--- config.mk ---
export PLATFORM = sky130hd
export DESIGN_NAME = axis_flit_serializer
export DESIGN_NICKNAME = d
export VERILOG_FILES = /design/src/rtl/axis_noc_pkg.sv /design/src/rtl/noc_credit_counter.sv /design/src/rtl/axis_flit_serializer.sv
export SDC_FILE = /design/constraint.sdc
export NUM_CORES = 1
export LEC_CHECK = 0
export BUFFER_PORTS_ARGS = -buffer_cell sky130_fd_sc_hd__buf_2
export CAP_MARGIN = 20
export CORE_AREA = 2 2 256 258
export DETAILED_ROUTE_END_ITERATION = 8
export DIE_AREA = 0 0 258 260
export GPL_TIMING_DRIVEN = 0
export PLACE_DENSITY = 0.66
export SYNTH_ARGS = -nofsm -noshare
export SYNTH_HDL_FRONTEND = slang
export SYNTH_SLANG_ARGS = --single-unit
--- constraint.sdc ---
create_clock -name clk -period 6.2 [get_ports clk]
set_input_delay 0.62 -clock clk [delete_from_list [all_inputs] [get_ports clk]]
set_output_delay 0.62 -clock clk [all_outputs]
set_load 0.02 [all_outputs]
--- src/rtl/axis_noc_pkg.sv ---
// Shared types and elaboration helpers for the AXI-Stream <-> NoC flit adapters.
package axis_noc_pkg;

  localparam logic [0:0] ST_IDLE = 1'b0;
  localparam logic [0:0] ST_SEND = 1'b1;

  typedef enum logic [0:0] {
    IDLE = ST_IDLE,
    SEND = ST_SEND
  } ser_state_e;

  // Counter must represent every value 0..depth inclusive.
  function automatic int unsigned credit_width(input int unsigned depth);
    return $clog2(depth + 1);
  endfunction

  function automatic bit divides_evenly(input int unsigned num, input int unsigned den);
    return (den != 0) && ((num % den) == 0);
  endfunction

endpackage

--- src/rtl/noc_credit_counter.sv ---
// Credit counter mirroring the free slots of a downstream router input buffer.
module noc_credit_counter
  import axis_noc_pkg::*;
#(
  parameter  int unsigned DEPTH = 4,
  localparam int unsigned CW    = credit_width(DEPTH)
) (
  input  logic          clk,
  input  logic          rst_n,
  input  logic          consume,
  input  logic          credit_in,
  output logic [CW-1:0] count,
  output logic          has_credit
);

  localparam logic [CW-1:0] FULL = CW'(DEPTH);

  logic [CW-1:0] r_count;
  logic          w_full;
  logic          w_empty;

  assign w_full     = (r_count == FULL);
  assign w_empty    = (r_count == '0);
  assign count      = r_count;
  assign has_credit = !w_empty;

  // A return and a consume in the same cycle cancel; an excess return saturates.
  always_ff @(posedge clk or negedge rst_n) begin
    if (!rst_n) begin
      r_count <= FULL;
    end else begin
      case ({credit_in, consume})
        2'b10:   if (!w_full)  r_count <= r_count + 1'b1;
        2'b01:   if (!w_empty) r_count <= r_count - 1'b1;
        default: ;
      endcase
    end
  end

  a_credit_overflow: assert property (@(posedge clk) disable iff (!rst_n) !(credit_in && w_full))
    else $error("noc_credit_counter: credit returned while all %0d credits are held", DEPTH);

endmodule

--- src/rtl/axis_flit_serializer.sv ---
// AXI-Stream word to NoC flit serializer with credit-based flow control.
module axis_flit_serializer
  import axis_noc_pkg::*;
#(
  parameter  int unsigned TDEST_WIDTH          = 6,
  parameter  int unsigned TDATA_WIDTH          = 512,
  parameter  int unsigned SERIALIZATION_FACTOR = 4,
  parameter  int unsigned FLIT_BUFFER_DEPTH    = 4,
  localparam int unsigned FLIT_WIDTH           = TDATA_WIDTH / SERIALIZATION_FACTOR
) (
  input  logic                   clk,
  input  logic                   rst_n,
  input  logic                   axis_tvalid,
  output logic                   axis_tready,
  input  logic [TDATA_WIDTH-1:0] axis_tdata,
  input  logic                   axis_tlast,
  input  logic [TDEST_WIDTH-1:0] axis_tdest,
  output logic [FLIT_WIDTH-1:0]  data_out,
  output logic [TDEST_WIDTH-1:0] dest_out,
  output logic                   is_tail_out,
  output logic                   send_out,
  input  logic                   credit_in
);

  localparam int unsigned CREDIT_WIDTH = credit_width(FLIT_BUFFER_DEPTH);
  localparam int unsigned IDX_WIDTH    = (SERIALIZATION_FACTOR > 1) ? $clog2(SERIALIZATION_FACTOR) : 1;
  localparam logic [IDX_WIDTH-1:0] LAST_IDX = IDX_WIDTH'(SERIALIZATION_FACTOR - 1);

  if (!divides_evenly(TDATA_WIDTH, SERIALIZATION_FACTOR)) begin : g_bad_factor
    $error("axis_flit_serializer: SERIALIZATION_FACTOR (%0d) must divide TDATA_WIDTH (%0d)",
           SERIALIZATION_FACTOR, TDATA_WIDTH);
  end
  if (FLIT_BUFFER_DEPTH < 1) begin : g_bad_depth
    $error("axis_flit_serializer: FLIT_BUFFER_DEPTH must be at least 1");
  end

  ser_state_e                                       r_state;
  logic                                             r_ready_en;
  logic [IDX_WIDTH-1:0]                             r_idx;
  logic [SERIALIZATION_FACTOR-1:0][FLIT_WIDTH-1:0] r_word;
  logic [TDEST_WIDTH-1:0]                           r_dest;
  logic                                             r_last;

  logic [CREDIT_WIDTH-1:0] w_credit_count;
  logic                    w_has_credit;
  logic                    w_issue;
  logic                    w_is_last_idx;
  logic                    w_final;
  logic                    w_accept;

  noc_credit_counter #(
    .DEPTH (FLIT_BUFFER_DEPTH)
  ) u_credit (
    .clk        (clk),
    .rst_n      (rst_n),
    .consume    (w_issue),
    .credit_in  (credit_in),
    .count      (w_credit_count),
    .has_credit (w_has_credit)
  );

  // Issue looks only at the registered count; a same-cycle credit is not bypassed.
  assign w_issue       = (r_state == SEND) && w_has_credit;
  assign w_is_last_idx = (r_idx == LAST_IDX);
  assign w_final       = w_issue && w_is_last_idx;
  assign axis_tready   = r_ready_en && ((r_state == IDLE) || w_final);
  assign w_accept      = axis_tvalid && axis_tready;

  // Holds tready low through the first cycle after reset release.
  always_ff @(posedge clk or negedge rst_n) begin
    if (!rst_n) r_ready_en <= 1'b0;
    else        r_ready_en <= 1'b1;
  end

  always_ff @(posedge clk or negedge rst_n) begin
    if (!rst_n) begin
      r_state <= IDLE;
      r_idx   <= '0;
      r_word  <= '0;
      r_dest  <= '0;
      r_last  <= 1'b0;
    end else if (w_accept) begin
      r_state <= SEND;
      r_idx   <= '0;
      r_word  <= axis_tdata;
      r_dest  <= axis_tdest;
      r_last  <= axis_tlast;
    end else if (w_final) begin
      r_state <= IDLE;
      r_idx   <= '0;
    end else if (w_issue) begin
      r_idx   <= r_idx + 1'b1;
    end
  end

  always_ff @(posedge clk or negedge rst_n) begin
    if (!rst_n) begin
      send_out    <= 1'b0;
      data_out    <= '0;
      dest_out    <= '0;
      is_tail_out <= 1'b0;
    end else begin
      send_out <= w_issue;
      if (w_issue) begin
        data_out    <= r_word[r_idx];
        dest_out    <= r_dest;
        is_tail_out <= r_last && w_is_last_idx;
      end
    end
  end

  a_credit_flag_consistent: assert property (@(posedge clk) disable iff (!rst_n)
                                              w_has_credit == (w_credit_count != '0))
    else $error("axis_flit_serializer: credit flag disagrees with credit count");

endmodule

==> reports/metrics.yaml, run 1 <==
rows: 93
crit_required_ps: 6720
finalInstanceArea_mm2: 0.0348
yosysWarnings: 0
vdd_drop_max_mv: 0.288
drt_wl_total_um: 84300
max_freq_mhz: 293
dieArea_mm2: 0.0671
ys_ff_latch: 662
syn_to_final_growth_pct: 26.2
synth_area_mm2: 0.0276
cts_sinks: 662
drtIter0Drc: 1233
core-area_mm2: 0.0641
dr_total_vias: 18700
start_kind: "flip-flop"
cp.arrival_ps: 3920
finalSetupViolations: 0
placed_cells: 3384
final_common_cell: "buf_2"
drive_gt1_share_pct: 54.9
start_util_pct: 43.0
grt_max_degree: 127
power_frac_seq_pct: 38.8
switching_power_w: 0.00686
clk_path_buf_depth: 3
cts_buffers: 75
drtAntennaViolNets: 0
cts-htree-levels: 3
p_comb_share_pct: 38.3
cts_setup_buffers: 0
grt_pass1_wl_um: 125000
yosysSeqAreaShare_pct: 60.1
fp.dieH_um: 260
internal-power_w: 0.0132
cts_tree: "built"
hold_viol_final: 0
overflow: 0
antenna_found_initial: 57
drt_pre_antenna_iters: 5
rr_worst_depth: 10
crit_start: "u_credit.count[2]"
synth_area_per_cell_um2: 14.8
placed_area_mm2: 0.0321
hold_path_class: "in2reg"
die_width_um: 258
grtUsageTotal_pct: 24.9
clkPwrFrac_pct: 22.9
grt_pass1_vias: 20100
netlist_instances: 1864
root_buffer: "clkbuf_16"
instances_no_fill: 3567
tightest_slew_ps: 813
powerDensity_mw_per_mm2: 575
slew_headroom_pct: 45.8
avgViaCountPerCell: 5.23
p_leak_nw: 16.4
crit_path_end_kind: "flip-flop"
globalplace.congestion: 0.876
finalNetCount: 3134
fin_crit_sh_pct: 55.0
yosysUniqueCellTypes: 26
io_pins: 660
period_needed_ps: 3410
skew_ps: 26.8
syn_nets: 2391
outcome: "finished clean"
clk_transition_reported_paths_ps: 60
dp_hpwl_um: 62000
r2r_slack_ps: 2790
port_buffers: 659
r2r-end: "u_credit.count[2]"
cts_resized: 0
r2r_start: "u_credit.count[2]"
cap_viol_max_count: 0
path_class: "reg2reg"
clk_latency_ps: 620
cp-endpoint: "u_credit.count[2]"
layout_common_cells: "739 x buf_2, 661 x dfrtp_1, 465 x mux2_2"
rsz0062_at_grt: "false"
switching_share_pct: 34.3
cp_max_fo: 11
slew_viol_final: 0
drc: 0
wl_per_cell_um: 23.6
[metal layers]
metal	global-route usage, %	wire length, um	vias up
li1	-	-	8112
met5	0	135	-
met4	11.6	2690	22
met3	6.22	5550	175
met1	30.8	32800	9705
met2	41.4	43000	649
[per-stage QoR]
stage / total power [W] / TNS, ps / worst slack (ps) / util [%] / hold WS (ps)
2_1_floorplan: 0.0130 / 0 / 3720 / - / 324
3_3_place_gp: 0.0152 / -5825810 / -8950 / 49.8 / 445
3_5_place_dp: 0.0155 / 0 / 2740 / 50.1 / 456
4_1_cts: 0.0202 / 0 / 2740 / 54.1 / 180
5_1_grt: 0.0212 / 0 / 2560 / 54.3 / 199
6_report: 0.0200 / 0 / 2790 / 54.3 / 220
[kinds of logic (layout without fill, tap and decap cells)]
logic type | after synthesis | after routing | share of synthesized area, %
buf+inv | 123 | 926 | 2.04
flops | 662 | 662 | 60.1
other cells | 1 | 46 | 0.0136
mux | 648 | 648 | 31.7
simple gates | 414 | 414 | 5.68
fa+ha+maj | 4 | 4 | 0.209
xor+xnor | 2 | 2 | 0.0635
compound gates | 10 | 10 | 0.250
[Yosys cell counts (all sizes together)]
cell,n,area (um2)
conb,1,3.75
clkbuf,23,86.3
o22ai,1,12.5
mux4,128,2880
a21oi,2,10.0
buf,93,450
o31ai,1,7.51
o21ai,3,15.0
dfrtp,661,16500
nand2,409,1540
o311ai,1,8.76
and2,1,6.26
a22oi,1,7.51
nand3,2,10.0
xnor2,2,17.5
inv,7,26.3
nor3,1,10.0
dfstp,1,26.3
or3,1,6.26
mux2i,1,10.0
o211ai,1,7.51
ha,3,37.5
fa,1,20.0
mux2,519,5840
[worst min path at each step]
stage	start	end	slack (ps)	depth (start not counted)
after floorplan	rst_n	data_out[0]	320	0
after global placement	r_dest[5]	dest_out[5]	440	2
after detailed placement	r_dest[1]	dest_out[1]	460	2
after CTS	axis_tdata[58]	r_word[58]	180	2
after global routing	axis_tdata[58]	r_word[58]	200	2
final	axis_tdata[58]	r_word[58]	220	2
[worst max-delay path, cell delays in order (launching register included)]
cell and delay, ps:
dfstp_2 580, o31ai_1 140, inv_1 100, clkbuf_1 520, clkbuf_1 670, ha_1 350
inv_1 70, fa_1 370, xnor2_1 150, o311ai_0 200, xnor2_1 170
[power by group through the flow]
stage          logic [W]  registers [W]  clock network (W)
2_1_floorplan    0.00501        0.00794                  0
3_3_place_gp     0.00749        0.00767                  0
3_5_place_dp     0.00774        0.00781                  0
4_1_cts          0.00777        0.00775            0.00466
5_1_grt          0.00833        0.00801            0.00485
6_report         0.00767        0.00778            0.00458
[registers in the layout, summed over array words and instances (netlist names)]
register / flops
r_last: 1
data_out: 128
is_tail_out: 1
r_dest: 6
r_state: 1
r_ready_en: 1
dest_out: 6
send_out: 1
r_idx: 2
r_word: 512
u_credit.count: 3
[final cells by class]
type / instances / area [um2]
Fill cell: 5402 / 29300
Sequential cell: 662 / 16600
Multi-Input combinational cell: 1079 / 10500
Timing Repair Buffer: 666 / 3470
Clock buffer: 113 / 2280
Tap cell: 855 / 1070
Buffer: 116 / 537
Clock inverter: 24 / 295
Antenna cell: 45 / 113
Inverter: 7 / 26.3
[what timing repair did]
action | in CTS | in global routing
endpoints found under the hold margin | 15 | 0
endpoints found under the setup margin | 0 | 0
hold buffers | 1 | 0
(Power assumes the default switching activity.)
==> inputs of run 2 (changes only) <==
CORE_AREA = 2 2 255 257   (was 2 2 256 258)
DIE_AREA = 0 0 257 259   (was 0 0 258 260)
PLACE_DENSITY = 0.69   (was 0.66)
clock period = 2.7 ns   (was 6.2 ns; I/O delays follow)
==> run 2 against run 1 <==
Against the previous run:
- core utilization increased by 8.1 points
- combinational power rose by 140%
- clock skew increased by 8.2 ps
- critical endpoint is now data_out[61]
==> reports/metrics.yaml, run 2 (synthesis gave the netlist of run 1 again) <==
path_buf_inv: 3  # was 4
hold_start: "axis_tdata[415]"  # was axis_tdata[58]
whs_path_depth: 2  # unchanged
hold_viol_final: 0  # unchanged
cap_viol_max_count: 0  # unchanged
min_to: "r_word[415]"  # was r_word[58]
critPathSlowestCell: "mux4_2"  # was clkbuf_1
p_leak_nw: 18.5  # was 16.4 nW
syn_to_final_growth_pct: 44.5  # was 26.2%
powerDensity_mw_per_mm2: 1180  # was 575 mW/mm2
critPathMaxStageDelay_ps: 580  # was 670 ps
r2r-end: "data_out[61]"  # was u_credit.count[2]
rows: 93  # unchanged
hold_path_class: "in2reg"  # unchanged
drtAntennaViolNets: 0  # unchanged
start_util_pct: 43.2  # was 43.0%
r2r_start: "r_idx[0]"  # was u_credit.count[2]
period_needed_ps: 2550  # was 3410 ps
skew_ps: 35.0  # was 26.8 ps
final.setup.tns_ps: 0  # unchanged
regMostFlops: "r_word"  # unchanged
n_fill_cell: 4532  # was 5,402
drtIter0Drc: 1600  # was 1,233
max_freq_mhz: 392  # was 293 MHz
dieArea_mm2: 0.0666  # was 0.0671 mm2
dp_hpwl_um: 61700  # was 62,000 um
drt_pre_antenna_iters: 7  # was 5
slew_headroom_pct: 44.6  # was 45.8%
clk_transition_reported_paths_ps: 60  # about the same
largest_reg_flops: 512  # unchanged
cts-htree-levels: 3  # unchanged
antenna_found_initial: 22  # was 57
vdd_drop_max_mv: 0.655  # was 0.288 mV
rr_worst_depth: 6  # was 10
crit_family: "buffers and inverters"  # unchanged
clk_latency_ps: 620  # about the same
top_regs: "r_word x512, data_out x128"  # unchanged
finalSetupViolations: 0  # unchanged
overflow: 0  # unchanged
finalNetCount: 3650  # was 3,134
final_common_cell: "buf_2"  # unchanged
grtUsageTotal_pct: 27.6  # was 24.9%
cts_tree: "built"  # unchanged
cp_max_fo: 10  # was 11
fin_crit_sh_pct: 94.5  # was 55.0%
die_width_um: 257  # was 258 um
cts_buffers: 73  # was 75
grt_pass1_vias: 23800  # was 20,100
layout_common_cells: "739 x buf_2, 661 x dfrtp_1, 520 x dlygate4sd3_1"  # was 739 x buf_2, 661 x dfrtp_1, 465 x mux2_2
total_power_w: 0.0469  # was 0.0200 W
cts_sinks: 662  # unchanged
crit_start: "r_idx[0]"  # was u_credit.count[2]
port_buffers: 659  # unchanged
clk_path_buf_depth: 3  # unchanged
io_pins: 660  # unchanged
root_buffer: "clkbuf_16"  # unchanged
start_kind: "flip-flop"  # unchanged
globalplace.congestion: 0.896  # was 0.876
wl_per_cell_um: 23.0  # was 23.6 um
grt_pass1_wl_um: 140000  # was 125,000 um
slew_viol_final: 0  # unchanged
outcome: "finished clean"  # unchanged
dr_total_vias: 21400  # was 18,700
critical_path.cell_chain: "clkbuf_1 -> buf_2 -> buf_2 -> mux4_2 -> nand2_1 -> nand2_1"  # was o31ai_1 -> inv_1 -> clkbuf_1 -> clkbuf_1 -> ha_1 -> inv_1 -> fa_1 -> xnor2_1 -> o311ai_0 -> xnor2_1
path_class: "reg2reg"  # unchanged
fin_ws_ps: 149  # was 2790 ps
rsz0062_at_grt: "false"  # unchanged
crit_required_ps: 3180  # was 6720 ps
post-place-ws_ps: -854  # was 2740 ps
avgViaCountPerCell: 5.27  # was 5.23
core-area_mm2: 0.0639  # was 0.0641 mm2
drive_gt1_share_pct: 46.1  # was 54.9%
fp.dieH_um: 259  # was 260 um
final_util_pct: 62.4  # was 54.3%
crit_path_end_kind: "flip-flop"  # unchanged
cp.arrival_ps: 3030  # was 3920 ps
tightest_slew_ps: 831  # was 813 ps
drc: 0  # unchanged
grt_max_degree: 125  # was 127
r2r_slack_ps: 150  # was 2790 ps
drt_wl_total_um: 93200  # was 84,300 um
==> run 2: cell count changes in the layout (fill, tap and decap cells not counted), moves of 2 or more <==
cell           previous run  this run
diode_2                  45        21
clkinv_2                 11        14
clkbuf_8                 20        16
dlygate4sd3_1             1       520
clkbuf_1                 38        33
clkbuf_16                78        76
==> run 2: worst max-delay path by stage <==
| stage | endpoint | cells after the start |
|---|---|---|
| finish | data_out[61] | 6 |
| global route | r_word[319] | 6 |
| CTS | u_credit.count[2] | 9 |
| detailed placement | u_credit.count[2] | 11 |
| global placement | data_out[52] | 1 |
| floorplan | u_credit.count[2] | 10 |
==> run 2: routing by layer <==
| layer | part of all wire, % | GRT usage [%] |
|---|---|---|
| met1 | 38 | 32.7 |
| met4 | 5.5 | 15.3 |
| met5 | 0.045 | 0 |
| met3 | 6.1 | 6.16 |
| met2 | 50 | 47.1 |
==> run 2: layout make-up <==
cell class | instances | area [um2] | area share (%)
timing repair buffer | 1186 | 8700 | 21.8
inverter | 7 | 26.3 | 0.0659
antenna | 21 | 52.6 | 0.132
buffer | 114 | 531 | 1.33
multi-input combinational | 1079 | 10500 | 26.2
sequential | 662 | 16600 | 41.6
clock inverter | 27 | 300 | 0.754
clock buffer | 104 | 2150 | 5.39
tap | 855 | 1070 | 2.68
==> run 2: metrics by stage <==
step / cell area (um2) / hold WS, ps / std cells
after floorplan: 27600 / -25.6 / 1864
after global placement: 32000 / 446 / 3378
after detailed placement: 32100 / 322 / 3384
after CTS: 39800 / 16.1 / 4033
after global routing: 39800 / 36.8 / 4052
final: 39800 / 67.4 / 4055
==> run 2: timing repair <==
action	4_1_cts	5_1_grt
hold endpoints to repair	611	0
setup endpoints to repair	3	124
buffers inserted	0	0
resized for setup	0	5
hold buffers	520	0
gates cloned	0	1
==> run 2: report_power, final <==
part | switching (W) | total, W | internal, W | leakage (nW)
registers | 0.00301 | 0.0181 | 0.0151 | 7.91
clock network | 0.00423 | 0.0102 | 0.00596 | 1.21
logic | 0.00934 | 0.0186 | 0.00927 | 9.38
total | 0.0166 | 0.0469 | 0.0304 | 18.5
==> run 2: worst reg2reg max path: cells and delay by family (launching register included) <==
kind	cells	cell delay, ps
and+or+nand+nor	2	180
buffers and inverters	3	1310
muxes	1	580
DFF	1	350
